--- config.mk ---
export PLATFORM = sky130hd
export DESIGN_NAME = pipeline_ctrl
export DESIGN_NICKNAME = d
export VERILOG_FILES = /design/src/rtl/pipe_ctrl_pkg.sv /design/src/rtl/pipeline_ctrl_hazard_detect.sv /design/src/rtl/pipeline_ctrl.sv
export SDC_FILE = /design/constraint.sdc
export NUM_CORES = 1
export LEC_CHECK = 0
export CELL_PAD_IN_SITES_DETAIL_PLACEMENT = 1
export CELL_PAD_IN_SITES_GLOBAL_PLACEMENT = 1
export CORE_UTILIZATION = 38
export CTS_BUF_LIST = sky130_fd_sc_hd__clkbuf_4 sky130_fd_sc_hd__clkbuf_8 sky130_fd_sc_hd__clkbuf_16
export DETAILED_ROUTE_END_ITERATION = 8
export GPL_ROUTABILITY_DRIVEN = 0
export HOLD_SLACK_MARGIN = 0.15
export PLACE_DENSITY = 0.88
export REMOVE_ABC_BUFFERS = 1
export SLEW_MARGIN = 20
export SYNTH_ARGS = -nofsm -noshare
export SYNTH_HDL_FRONTEND = slang
export SYNTH_SLANG_ARGS = --single-unit
--- constraint.sdc ---
create_clock -name clk -period 4.9 [get_ports clk]
set_input_delay 1.47 -clock clk [delete_from_list [all_inputs] [get_ports clk]]
set_output_delay 1.47 -clock clk [all_outputs]
set_load 0.01 [all_outputs]
--- src/rtl/pipe_ctrl_pkg.sv ---
// Shared types for the pipeline hazard/stall controller: FSM encoding,
// counter width and the grouped stage-control bundles.
package pipe_ctrl_pkg;

    typedef enum logic [1:0] {
        RUN      = 2'd0,
        MEM_WAIT = 2'd1,
        FAULT    = 2'd2
    } state_t;

    localparam int CNT_W  = 32;
    localparam int WAIT_W = 8;

    typedef struct packed {
        logic pc;
        logic if_id;
        logic id_ex;
        logic ex_mem;
        logic mem_wb;
    } wr_en_t;

    typedef struct packed {
        logic if_id;
        logic id_ex;
        logic ex_mem;
        logic mem_wb;
    } flush_t;

endpackage

--- src/rtl/pipeline_ctrl_hazard_detect.sv ---
// Load-use hazard compare: an EX-stage load whose destination feeds the
// ID-stage instruction. Register 0 is hardwired, so it never hazards.
module hazard_detect (
    input  logic       ex_mem_read,
    input  logic [4:0] ex_write_addr,
    input  logic [4:0] id_rs,
    input  logic [4:0] id_rt,
    output logic       load_use
);

    assign load_use = ex_mem_read && (ex_write_addr != 5'd0) &&
                      ((ex_write_addr == id_rs) || (ex_write_addr == id_rt));

endmodule

--- src/rtl/pipeline_ctrl.sv ---
// Pipeline control: memory stall FSM, load-use stall, branch flush and perf
// counters. Define PIPE_MEM_TIMEOUT_EN to add the MEM_WAIT timeout / FAULT path.
module pipeline_ctrl
    import pipe_ctrl_pkg::*;
#(
    parameter int TIMEOUT_CYCLES = 255
) (
    input  logic             clk,
    input  logic             reset,
    input  logic [4:0]       id_rs,
    input  logic [4:0]       id_rt,
    input  logic             ex_mem_read,
    input  logic [4:0]       ex_write_addr,
    input  logic             id_branch_taken,
    input  logic             id_jump,
    input  logic             mem_req,
    input  logic             mem_ready,
    output logic             pc_wr_en,
    output logic             if_id_wr_en,
    output logic             id_ex_wr_en,
    output logic             ex_mem_wr_en,
    output logic             mem_wb_wr_en,
    output logic             if_id_flush,
    output logic             id_ex_flush,
    output logic             ex_mem_flush,
    output logic             mem_wb_flush,
    output logic [1:0]       state,
    output logic [CNT_W-1:0] stall_cnt,
    output logic [CNT_W-1:0] flush_cnt
`ifdef PIPE_MEM_TIMEOUT_EN
    ,
    output logic             mem_timeout
`endif
);

    state_t state_q, state_d;
    wr_en_t wr_en;
    flush_t flush;
    logic   load_use;
    logic   mem_stall;
    logic   lu_stall;
    logic   br_flush;
    logic   timeout_hit;

    hazard_detect u_hazard (
        .ex_mem_read   (ex_mem_read),
        .ex_write_addr (ex_write_addr),
        .id_rs         (id_rs),
        .id_rt         (id_rt),
        .load_use      (load_use)
    );

    // Lower-priority events only act in RUN and only when memory is not stalling.
    always_comb begin
        mem_stall = ((state_q == RUN) && mem_req && !mem_ready) ||
                    ((state_q == MEM_WAIT) && !mem_ready);
        lu_stall  = (state_q == RUN) && !mem_stall && load_use;
        br_flush  = (state_q == RUN) && !mem_stall && !load_use &&
                    (id_branch_taken || id_jump);
    end

`ifdef PIPE_MEM_TIMEOUT_EN
    logic [WAIT_W-1:0] wait_cnt;

    assign timeout_hit = (state_q == MEM_WAIT) && !mem_ready &&
                         (wait_cnt >= WAIT_W'(TIMEOUT_CYCLES));

    always_ff @(posedge clk) begin
        if (!reset) begin
            wait_cnt    <= '0;
            mem_timeout <= 1'b0;
        end else begin
            if (state_q == RUN && state_d == MEM_WAIT)
                wait_cnt <= '0;
            else if (state_q == MEM_WAIT)
                wait_cnt <= wait_cnt + WAIT_W'(1);
            if (state_q == MEM_WAIT && state_d == FAULT)
                mem_timeout <= 1'b1;
        end
    end
`else
    assign timeout_hit = 1'b0;
`endif

    always_ff @(posedge clk) begin
        if (!reset) state_q <= RUN;
        else        state_q <= state_d;
    end

    // mem_ready wins over a same-cycle timeout.
    always_comb begin
        state_d = state_q;
        case (state_q)
            RUN:      if (mem_req && !mem_ready) state_d = MEM_WAIT;
            MEM_WAIT: begin
                if (mem_ready)        state_d = RUN;
                else if (timeout_hit) state_d = FAULT;
            end
`ifdef PIPE_MEM_TIMEOUT_EN
            FAULT:    state_d = FAULT;
`endif
            default:  state_d = RUN;
        endcase
    end

    always_comb begin
        wr_en = '1;
        flush = '0;
        if (!reset) begin
            wr_en = '0;
            flush = '1;
`ifdef PIPE_MEM_TIMEOUT_EN
        end else if (state_q == FAULT) begin
            wr_en = '0;
`endif
        end else if (mem_stall) begin
            wr_en.pc     = 1'b0;
            wr_en.if_id  = 1'b0;
            wr_en.id_ex  = 1'b0;
            wr_en.ex_mem = 1'b0;
            flush.mem_wb = 1'b1;
        end else if (lu_stall) begin
            wr_en.pc    = 1'b0;
            wr_en.if_id = 1'b0;
            flush.id_ex = 1'b1;
        end else if (br_flush) begin
            flush.if_id = 1'b1;
        end
    end

    always_ff @(posedge clk) begin
        if (!reset) begin
            stall_cnt <= '0;
            flush_cnt <= '0;
        end else if (state_q != FAULT) begin
            if (mem_stall || lu_stall) stall_cnt <= stall_cnt + CNT_W'(1);
            if (flush.if_id)           flush_cnt <= flush_cnt + CNT_W'(1);
        end
    end

    assign pc_wr_en     = wr_en.pc;
    assign if_id_wr_en  = wr_en.if_id;
    assign id_ex_wr_en  = wr_en.id_ex;
    assign ex_mem_wr_en = wr_en.ex_mem;
    assign mem_wb_wr_en = wr_en.mem_wb;
    assign if_id_flush  = flush.if_id;
    assign id_ex_flush  = flush.id_ex;
    assign ex_mem_flush = flush.ex_mem;
    assign mem_wb_flush = flush.mem_wb;
    assign state        = state_q;

endmodule

==> flow_metrics.tcl <==
set metrics [dict create \
    status "finished with violations" \
    violations "DRC" \
    ant_nets 0 \
    grt_overflow 0 \
    relSlewSlack_pct 37.89 \
    synth_area_um2 3473 \
    synth_ff_type "dfxtp_1" \
    synth_top_area_share_pct 37.46 \
    hold_class "reg -> reg" \
    io_buffers 95 \
    setup_tns_ns 0 \
    cts_tree "yes" \
    fin_nets 540 \
    avgSynthCellArea_um2 8.290 \
    ys_types 46 \
    netlist_instances 419 \
    worst_pin_slew_ns 0.9289 \
    cp-start-kind "input pin" \
    yosys.area_share.xor_xnor_pct 4.539 \
    grt_pass1_vias 3667 \
    wl_per_cell_um 17.20 \
    dp_slack_ns -0.1755 \
    endpoint_kind "primary output" \
    clk_pin_slew_worst_paths_ns 0.07 \
    initial_core_util_pct 39.44 \
    worstSetupPathType "in -> out" \
    yosysWarnings 0 \
    dp.final_hpwl_um 7875 \
    synth_most_common_cell "dfxtp_1" \
    synthArstFlopShare_pct 0 \
    hold_ws_ns 0.4900 \
    ctsResizeCount 6 \
    synth_top_family_by_area "simple AND/OR/NAND/NOR gates" \
    grt_max_degree 48 \
    drc_errors 14 \
    finalSetupViolCount 0 \
    nFillCells 1072 \
    cts.sinks 65 \
    numCtsBuffers 9 \
    cts_hold_buffers 0 \
    cts_max_level 3 \
    rsz0062_at_grt "false" \
    cp_max_fo 3 \
    synthSimpleGateAreaFrac_pct 27.70 \
    wl_um 10800 \
    grt_usage_pct 23.52 \
    drv_cap 0 \
    min_period_ns 4.737 \
    ys_seq_elements 65 \
    row_count 34 \
    ys_top_cells_by_count "dfxtp_1, nand2_1, a21oi_1" \
    final.setup_skew_ns 0.008649 \
    seq_area_frac_synth_pct 37.46 \
    finalCritPeriodShare_pct 96.68 \
    synth.largest_area_cell "dfxtp_1" \
    worst_slack_ns 0.1625 \
    synth_enable_flop_cells 0 \
    arrival_ns 3.27 \
    hold_viol_final 0 \
    ir_drop_uv 137.9 \
    viasPerCell 5.696 \
    fin_total_pwr_uw 1075 \
    dieArea_um2 9527 \
    post_cts_buffers 0 \
    clockBufferDepth 2 \
    max_freq_ghz 0.2111 \
    dr.pass1.iters 6 \
    placed_area_um2 4523 \
    grt_pass1_wl_um 18120 \
    drt-initial-drc-count 88 \
    core_um2 8806 \
    antenna_found_initial 0 \
    dieHeight_um 97.61 \
    synth_fa_ha_area_share_pct 0.7205 \
    synthTopCellsByArea "dfxtp_1, a21oi_1, nand2_1" \
    area_growth_pct 35.52 \
    p_leak_uw 0.001526 \
    required_ns 3.43 \
    antennaDiodeCount 0 \
    clk_latency_ns 0.34 \
    die_x_um 97.61 \
    synth_compound_area_share_pct 20.21 \
    synth_mux_area_share_pct 3.458 \
    cts-root-buf "clkbuf_8" \
    vias 3577 \
    design_area_um2 4707 \
    power_density_nw_per_um2 228.4 \
    final_max_slew_viol_count 0 \
    io_pins 97 \
    drive_above_1_share_pct 7.692 \
]
## cell type report
| cell class | instances | area [µm²] | share of cell area, % |
|---|---|---|---|
| clock buffer | 12 | 165.2 | 3.509 |
| timing repair buffer | 110 | 1059 | 22.49 |
| tap | 108 | 135.1 | 2.871 |
| sequential | 65 | 1301 | 27.64 |
| inverter | 14 | 52.55 | 1.116 |
| multi-input combinational | 316 | 1979 | 42.05 |
| clock inverter | 3 | 15.01 | 0.3190 |
## per-stage QoR
stage / instances / utilization [%]
floorplan: 395 / -
global route: 628 / 53.45
CTS: 628 / 53.45
finish: 628 / 53.45
global placement: 613 / 51.36
detailed placement: 613 / 51.36
## path summary, 6_finish.rpt
path	endpoint	start	slack, ns	depth (start not counted)
setup / recovery	if_id_wr_en	ex_write_addr[0]	0.16	6
hold / removal	stall_cnt[31]$_SDFFE_PN0P_	stall_cnt[31]$_SDFFE_PN0P_	0.49	2
setup reg to reg	stall_cnt[23]$_SDFFE_PN0P_	stall_cnt[4]$_SDFFE_PN0P_	2.14	5
hold reg to reg	stall_cnt[31]$_SDFFE_PN0P_	stall_cnt[31]$_SDFFE_PN0P_	0.49	2
## sequential cells by signal, summed over array words and instances (netlist names)
name,cells
state,1
flush_cnt,32
stall_cnt,32
## cells in the final DEF, fill, tap and decap left out, types with 4 or more instances in the layout
master / synthesis / routed
a21oi_1: 40 / 40
and3_1: 8 / 8
and4_1: 5 / 5
buf_4: 5 / 15
clkbuf_8: 0 / 12
clkdlybuf4s50_1: 0 / 91
dfxtp_1: 65 / 65
dlygate4sd2_1: 0 / 4
inv_1: 14 / 14
mux2i_1: 12 / 12
nand2_1: 45 / 45
nand2b_1: 11 / 11
nand3_1: 26 / 26
nand4_1: 10 / 10
nor2_1: 19 / 19
nor3_1: 5 / 5
nor4_1: 5 / 5
o21a_1: 11 / 11
o21ai_0: 18 / 18
o31ai_1: 16 / 16
or3_1: 18 / 18
or4_1: 19 / 19
xnor2_1: 17 / 17
## power by group
part           total (µW)  switching [µW]  internal, µW
combinational         113            58.7          54.7
clock                 423             203           220
sequential            539            6.27           533
total                1080             268           807
## cells by family after synthesis
| kind of cell | after synthesis |
|---|---|
| buf+inv | 38 |
| flops | 65 |
| xor+xnor | 18 |
| fa+ha+maj | 2 |
| compound gates | 105 |
| other cells | 1 |
| simple gates | 178 |
| mux | 12 |
## per-layer routing
layer  global-route usage [%]  up-vias  part of all wire, %
met5                        0        -                    0
met4                    7.692        0                  1.6
met3                    3.957       14                  3.3
met2                    42.94       81                   51
met1                    27.73     1762                   44
li1                         -     1720                    -
## critical path: stages
cell and delay, ns:
clkdlybuf4s50_1 0.43, or4_1 0.54, o21a_2 0.24, and2_4 0.15
a21oi_1 0.14, dlygate4sd2_1 0.29
Power figures use the tool's default switching activity.
